$ cat src/rtl/dma_line_engine.sv
// dma_line_engine: moves whole cache lines between a host FIFO pair and a word-wide memory,
// splitting each line into FILL_COUNT word accesses at consecutive byte addresses.
module dma_line_engine #(
   parameter int CL_SIZE_WIDTH = 512,
   parameter int WORD_SIZE     = 32,
   parameter int ADDR_WIDTH    = 32,
   parameter int LEN_WIDTH     = 16
) (
   input  logic                     clk,
   input  logic                     rst_n,
   input  logic                     start,
   input  logic                     dir,
   input  logic [ADDR_WIDTH-1:0]    base_addr,
   input  logic [LEN_WIDTH-1:0]     num_lines,
   input  logic                     abort,
   input  logic                     rd_empty,
   input  logic [CL_SIZE_WIDTH-1:0] rd_data,
   output logic                     rd_en,
   input  logic                     wr_full,
   output logic [CL_SIZE_WIDTH-1:0] wr_data,
   output logic                     wr_en,
   output logic                     mem_en,
   output logic                     mem_wr,
   output logic [ADDR_WIDTH-1:0]    mem_addr,
   output logic [WORD_SIZE-1:0]     mem_wdata,
   input  logic [WORD_SIZE-1:0]     mem_rdata,
   output logic                     busy,
   output logic                     done
);
   localparam int FC = CL_SIZE_WIDTH / WORD_SIZE;
   localparam int IW = $clog2(FC);
   localparam int CW = IW + 2;
   localparam logic [ADDR_WIDTH-1:0] STEP = ADDR_WIDTH'(WORD_SIZE / 8);

   typedef enum logic [2:0] {IDLE, WAIT_LINE, DRAIN, FILL, PUSH, DONE} state_t;

   state_t                        state_q, state_d;
   logic [ADDR_WIDTH-1:0]         addr_q, addr_d, mem_addr_q, mem_addr_d;
   logic [LEN_WIDTH-1:0]          lines_q, lines_d, num_q, num_d;
   logic                          dir_q, dir_d;
   logic [CW-1:0]                 cnt_q, cnt_d;
   logic [FC-1:0][WORD_SIZE-1:0]  buf_q, buf_d;
   logic [WORD_SIZE-1:0]          mem_wdata_q, mem_wdata_d;
   logic                          rd_en_q, rd_en_d, wr_en_q, wr_en_d, mem_en_q, mem_en_d;
   logic                          mem_wr_q, mem_wr_d, busy_q, busy_d, done_q, done_d;
   logic                          line_end;
   logic [IW-1:0]                 slot;

   // read data for the request issued two FILL cycles ago lands in this slot
   assign slot = IW'(cnt_q - CW'(2));

   always_comb begin
      state_d     = state_q;
      addr_d      = addr_q;
      lines_d     = lines_q;
      num_d       = num_q;
      dir_d       = dir_q;
      cnt_d       = cnt_q;
      buf_d       = buf_q;
      busy_d      = busy_q;
      done_d      = 1'b0;
      rd_en_d     = 1'b0;
      wr_en_d     = 1'b0;
      mem_en_d    = 1'b0;
      mem_wr_d    = 1'b0;
      mem_addr_d  = mem_addr_q;
      mem_wdata_d = mem_wdata_q;
      line_end    = 1'b0;
      if (abort && state_q != IDLE) begin
         state_d = IDLE;
         busy_d  = 1'b0;
      end else begin
         case (state_q)
            IDLE: if (start) begin
               addr_d  = base_addr;
               num_d   = num_lines;
               dir_d   = dir;
               lines_d = '0;
               cnt_d   = '0;
               busy_d  = 1'b1;
               state_d = num_lines == '0 ? DONE : (dir ? FILL : WAIT_LINE);
            end
            WAIT_LINE: if (!rd_empty) begin
               buf_d   = rd_data;
               rd_en_d = 1'b1;
               cnt_d   = '0;
               state_d = DRAIN;
            end
            DRAIN: begin
               mem_en_d    = 1'b1;
               mem_wr_d    = 1'b1;
               mem_addr_d  = addr_q;
               mem_wdata_d = buf_q[cnt_q[IW-1:0]];
               addr_d      = addr_q + STEP;
               cnt_d       = cnt_q + CW'(1);
               line_end    = cnt_q == CW'(FC - 1);
            end
            FILL: begin
               if (cnt_q < CW'(FC)) begin
                  mem_en_d   = 1'b1;
                  mem_addr_d = addr_q;
                  addr_d     = addr_q + STEP;
               end
               if (cnt_q >= CW'(2)) buf_d[slot] = mem_rdata;
               cnt_d = cnt_q + CW'(1);
               if (cnt_q == CW'(FC + 1)) state_d = PUSH;
            end
            PUSH: if (!wr_full) begin
               wr_en_d  = 1'b1;
               line_end = 1'b1;
            end
            DONE: begin
               done_d  = 1'b1;
               busy_d  = 1'b0;
               state_d = IDLE;
            end
            default: state_d = IDLE;
         endcase
         if (line_end) begin
            lines_d = lines_q + LEN_WIDTH'(1);
            cnt_d   = '0;
            state_d = lines_d == num_q ? DONE : (dir_q ? FILL : WAIT_LINE);
         end
      end
   end

   always_ff @(posedge clk) begin
      if (!rst_n) begin
         state_q     <= IDLE;
         addr_q      <= '0;
         lines_q     <= '0;
         num_q       <= '0;
         dir_q       <= 1'b0;
         cnt_q       <= '0;
         buf_q       <= '0;
         rd_en_q     <= 1'b0;
         wr_en_q     <= 1'b0;
         mem_en_q    <= 1'b0;
         mem_wr_q    <= 1'b0;
         mem_addr_q  <= '0;
         mem_wdata_q <= '0;
         busy_q      <= 1'b0;
         done_q      <= 1'b0;
      end else begin
         state_q     <= state_d;
         addr_q      <= addr_d;
         lines_q     <= lines_d;
         num_q       <= num_d;
         dir_q       <= dir_d;
         cnt_q       <= cnt_d;
         buf_q       <= buf_d;
         rd_en_q     <= rd_en_d;
         wr_en_q     <= wr_en_d;
         mem_en_q    <= mem_en_d;
         mem_wr_q    <= mem_wr_d;
         mem_addr_q  <= mem_addr_d;
         mem_wdata_q <= mem_wdata_d;
         busy_q      <= busy_d;
         done_q      <= done_d;
      end
   end

   assign rd_en     = rd_en_q;
   assign wr_en     = wr_en_q;
   assign wr_data   = buf_q;
   assign mem_en    = mem_en_q;
   assign mem_wr    = mem_wr_q;
   assign mem_addr  = mem_addr_q;
   assign mem_wdata = mem_wdata_q;
   assign busy      = busy_q;
   assign done      = done_q;
endmodule

$ cat config.mk
export PLATFORM = sky130hd
export DESIGN_NAME = dma_line_engine
export DESIGN_NICKNAME = d
export VERILOG_FILES = /design/src/rtl/dma_line_engine.sv
export SDC_FILE = /design/constraint.sdc
export NUM_CORES = 2
export LEC_CHECK = 0
export CAP_MARGIN = 0
export CELL_PAD_IN_SITES_DETAIL_PLACEMENT = 0
export CELL_PAD_IN_SITES_GLOBAL_PLACEMENT = 1
export CORE_AREA = 4 4 461 463
export CTS_CLUSTER_SIZE = 28
export DETAILED_ROUTE_END_ITERATION = 10
export DIE_AREA = 0 0 465 467
export PLACE_DENSITY = 0.53
export SLEW_MARGIN = 20
export SYNTH_ARGS = -nofsm -noshare
export SYNTH_HDL_FRONTEND = slang
export SYNTH_SLANG_ARGS = --single-unit
$ cat constraint.sdc
create_clock -name clk -period 5.3 [get_ports clk]
set_clock_uncertainty 0.05 [all_clocks]
set_input_delay 1.325 -clock clk [delete_from_list [all_inputs] [get_ports clk]]
set_output_delay 1.325 -clock clk [all_outputs]
set_load 0.05 [all_outputs]
Yosys cells after proc, flatten, opt, wreduce, memory -nomap -nowiden
Cells that the tools add are included.
{ "totals": {"register_bits": 656, "latch_bits": 0, "ramBits": 0, "rom_bits": 0, "in_bits": 599, "out_inout_bits": 582, "elab_cells": 124, "mem_count": 0} }
{ "op_classes": {"n_addsub": 4, "n_mul": 0, "div": 0, "magnitude_cmp": 5, "eq_ne": 16, "n_shift": 0, "n_mux": 39, "n_bitwise": 4, "n_reduce_logical": 26} }
{ "op_table": {"columns": ["operator", "count"], "rows": [
  ["$mux W512", 2],
  ["$pmux W512 S2", 1],
  ["$bwmux W512", 1],
  ["$mux W32", 5],
  ["$bmux W32 S4", 1],
  ["$demux W32 S4", 1],
  ["$pmux W32 S3", 1],
  ["$pmux W32 S2", 1],
  ["$mux W16", 3],
  ["$add A32 B3 Y32 const B", 1],
  ["$mux W3", 6],
  ["$mux W6", 3],
  ["$pmux W6 S3", 1],
  ["$add A16 B1 Y16 const B", 1],
  ["$eq A16 B16 Y1", 1],
  ["$logic_not A16 Y1", 1],
  ["$reduce_and A4 Y1", 4],
  ["$pmux W3 S4", 1],
  ["$lt A4 B5 Y1 const B", 2],
  ["$reduce_bool A2 Y1", 5],
  ["$ne A3 B3 Y1 const B", 3],
  ["$reduce_and A3 Y1", 3],
  ["$ne A2 B2 Y1 const B", 4],
  ["$mux W1", 7],
  ["other kinds (21)", 35]
]} }

Logic depth before layout (Yosys ltp)
{ "logic_depth": {"word_depth": 8, "mapped_depth": 12, "mapped_depth_nobuf": 8} }

Worst setup path after synthesis
Ideal clock, no wire load.
{ "synth_timing": {"kind": "reg2reg", "start": "reg cnt_q[1]", "end": "reg buf_q (netlist bit wr_data[55])", "setup_time_ns": 0.086, "arrival_time_ns": 2.750, "required_time_ns": 5.164, "path_slack_ns": 2.415, "path_stages_with_launch": 13, "n_path_buf": 4, "period_less_slack_ns": 2.885, "cell_sequence": "dfxtp_1 -> buf_2 -> buf_2 -> buf_1 -> inv_1 -> ha_1 -> xnor2_1 -> and2_1 -> nand2_1 -> a21oi_2 -> buf_2 -> nor2_1 -> a211oi_1"} }
{ "synth_between": {"elab_chain_len": 8, "word_cells_on_any_way": 12, "classes_between": "add/sub: 1; order compare: 3; eq/ne: 1; mux: 5; reduce/logical: 2"} }
{ "synth_lines": {"columns": ["element", "line_no", "rtl"], "rows": [
  ["start, declared", "41", "logic [CW-1:0] cnt_q, cnt_d;"],
  ["start signal, assigned", "150", "cnt_q <= cnt_d;"],
  ["$sub A4 B2 Y4", "50", "assign slot = IW'(cnt_q - CW'(2));"],
  ["$lt A4 B5 Y1 (implied by the code) or $ge A4 B1 Y1 (tied branches)", "104", "if (cnt_q >= CW'(2)) buf_d[slot] = mem_rdata;"],
  ["$logic_and A1 B1 Y1 (implied by the code)", "104", null],
  ["$mux W32 (implied by the code)", "104", null],
  ["$demux W32 S4", "104", null],
  ["$bwmux W512", "104", null],
  ["$mux W512", "104", null],
  ["$pmux W512 S2", "73", "case (state_q)"],
  ["end signal, assigned", "151", "buf_q <= buf_d;"],
  ["end, declared", "42", "logic [FC-1:0][WORD_SIZE-1:0] buf_q, buf_d;"]
]} }
Parallel ways exist; a longest one is shown, timed or not. The select of a mux whose other input is x is not followed.
A chain may end at the register's enable or synchronous reset.

Worst setup path after layout
{ "layout_timing": {"start": "reg buf_q (netlist bit wr_data[76])", "end": "out wr_data[76]"} }
{ "layout_rtl": {"columns": ["element", "line_no", "rtl"], "rows": [
  ["end, declared", "20", "output logic [CL_SIZE_WIDTH-1:0] wr_data,"]
]} }
No word-level cell between the ends.

==> flow_summary.toml <==
[yosys]
yosysSeqAreaShare_pct = 40.3
synth_top_family_by_area = "compound AO/OA/AOI/OAI gates"
synth-simple-area-share_pct = 12.5
synth_top_area_share_pct = 40.3
synth_xor_area_share_pct = 0.726
syn-cell-area_um2 = 32600
synth_ff_type = "dfxtp_1"
synth_area_leaders = "dfxtp_1, a211oi_1, a22oi_1, mux4_2, nor2_1"
yosysWarnings = 0
ys_top_cells_by_count = "dfxtp_1, nor2_1, a211oi_1, a22oi_1, clkbuf_1"
synth_area_leader_cell = "dfxtp_1"
synth_fa_ha_area_share_pct = 0.346
syn_area_per_cell_um2 = 9.10
synth_compound_area_share_pct = 29.0
synthMuxAreaShare_pct = 11.1
synth.most_common_cell = "dfxtp_1"
syn_inst = 3580
syn_nets = 4188
synth_seq_cells = 656
synth-edff-count = 0
async_reset_ff_share_pct = 0
synth_cell_type_count = 77

[die]
chipWidth_um = 465
core_um2 = 209000
io-pin-count = 1181
num_rows = 168
start_util_pct = 15.6
die-area_um2 = 217000
die_height_um = 467

[critical_path]
crit_family = "buffers and inverters"
cp.arrival_ns = 2.31
cp_max_fo = 3
crit_path_cell_trace = "clkdlybuf4s50_1"
critPathBufInv = 1
worstSetupPathType = "flop to output port"
end_kind = "output port"
slowest_stage = "clkdlybuf4s50_1"
max_stage_delay_ns = 1.12
setup.worst_path.start_class = "flop"
required_ns = 3.92

[cells_and_area]
seq_area_um2 = 13100
fin_area_um2 = 50200
n_fill_cell = 22545
layout.nets = 5109
multi_input_area_um2 = 17600
area_growth_syn_to_layout_pct = 53.9
final_layout_size_suffix_gt1_share_pct = 10.4

[global_route]
antenna_found_initial = 85
grt.total_usage_pct = 22.6
grt_start_max_net_pins = 158
grt_pass1_vias = 34077
grt_overflow_total = 0
grt_pass1_wl_um = 336000

[pwr]
leakagePower_uw = 0.0158
ir_drop_uv = 216
power.density_nw_per_um2 = 347

[clocking]
clock_latency_ns = 0.72
cts_tree = "yes"
clk_pin_slew_ns = 0.06
cts.sinks = 656
cts_resized = 0
hold_buffers = 0
post-cts-setup-buffers = 0
numCtsBuffers = 89
clk_path_buf_depth = 3
root_buffer = "clkbuf_16"
htreeDepth = 3

[sta]
fin_crit_sh_pct = 69.5
grt_setup_unrepaired = "false"
relSlewSlack_pct = 24.7
drv_slew = 0
worst_slew_pin_slew_ns = 1.12
hold_violations = 0
fmax_mhz = 272
period_needed_ns = 3.68
setup_viol = 0
fin_tns_setup_ns = 0

[detailed_routing]
wire_per_inst_um = 34.8
vias_per_cell = 4.83
first_iter_violations = 3148
first_pass_iters = 6
totalWireLength_um = 258000
drc_errors = 0
vias = 35700
antenna_left = 0

[job]
cap_violations = 0

[place]
hpwlAfterDp_um = 203000
placed_cell_area_um2 = 47100
io_buffers = 1180
place_congestion = 0.895

[run_status]
outcome = "complete, no violations"

[min_path]
min_path_type = "flop to flop"
[area by class of cell]
| class | instances | share of cell area, % |
|---|---|---|
| inverter | 12 | 0.105 |
| sequential | 656 | 26.2 |
| timing repair buffer | 1282 | 25.5 |
| clock buffer | 128 | 5.16 |
| tap | 2805 | 7.00 |
| multi-input combinational | 2460 | 35.2 |
| antenna | 28 | 0.140 |
| clock inverter | 25 | 0.704 |
[layer usage]
layer | track usage, % | up-vias | part of all wire [%]
li1 | - | 15531 | -
met3 | 7.69 | 354 | 9.2
met4 | 7.87 | 54 | 3.9
met2 | 35.0 | 1769 | 44
met5 | 0 | - | 0.15
met1 | 29.2 | 17992 | 43
[stage by stage]
step	setup WS [ns]	utilization (%)	power (uW)	cells	hold slack, ns
floorplan	2.41	-	8670	3580	0.382
global placement	1.02	22.6	11200	7214	0.391
detailed placement	0.967	22.6	11200	7214	0.394
CTS	1.44	24.0	17600	7367	0.402
global route	1.42	24.0	18100	7382	0.423
finish	1.62	24.0	17400	7396	0.403
[state kept, by name, indices dropped and copies added (netlist names), 3 cells and up]
signal / cells
wr_data: 512
addr_q: 32
mem_addr: 32
mem_wdata: 32
lines_q: 16
num_q: 16
cnt_q: 6
state_q: 3
[kinds of logic after synthesis]
kind of cell	after synthesis
adders and majority gates	9
AOI/OAI and AO/OA	1297
and+or+nand+nor	965
xor gates and xnor gates	27
muxes	162
DFF	656
buffers and inverters	464
[final timing paths]
path / startpoint / to / slack [ns] / cells past startpoint
setup / recovery: wr_data[76] / wr_data[76] / 1.62 / 1
hold reg to reg: mem_wdata[20] / mem_wdata[20] / 0.40 / 2
hold / removal: mem_wdata[20] / mem_wdata[20] / 0.40 / 2
setup reg to reg: cnt_q[1] / wr_data[293] / 1.74 / 9
[cell usage in the layout, fill, tap and decap left out, types with 28 or more instances in the layout]
| cell type | synthesis | routed |
|---|---|---|
| mux4_2 | 160 | 160 |
| buf_4 | 8 | 85 |
| clkbuf_16 | 0 | 91 |
| nor2_1 | 585 | 585 |
| diode_2 | 0 | 28 |
| o21ai_0 | 37 | 37 |
| dfxtp_1 | 656 | 651 |
| a211oi_1 | 515 | 515 |
| nand2_1 | 220 | 219 |
| a22oi_1 | 515 | 515 |
| clkdlybuf4s50_1 | 0 | 1180 |
| and3_1 | 48 | 30 |
| a21oi_1 | 141 | 141 |
[power breakdown]
part,total (uW),internal [uW],switching [uW]
clock network,6300,3670,2620
registers,5870,5320,548
logic,5240,1850,3390
total,17400,10800,6560
Note: power is estimated with default switching activity, not from simulation.
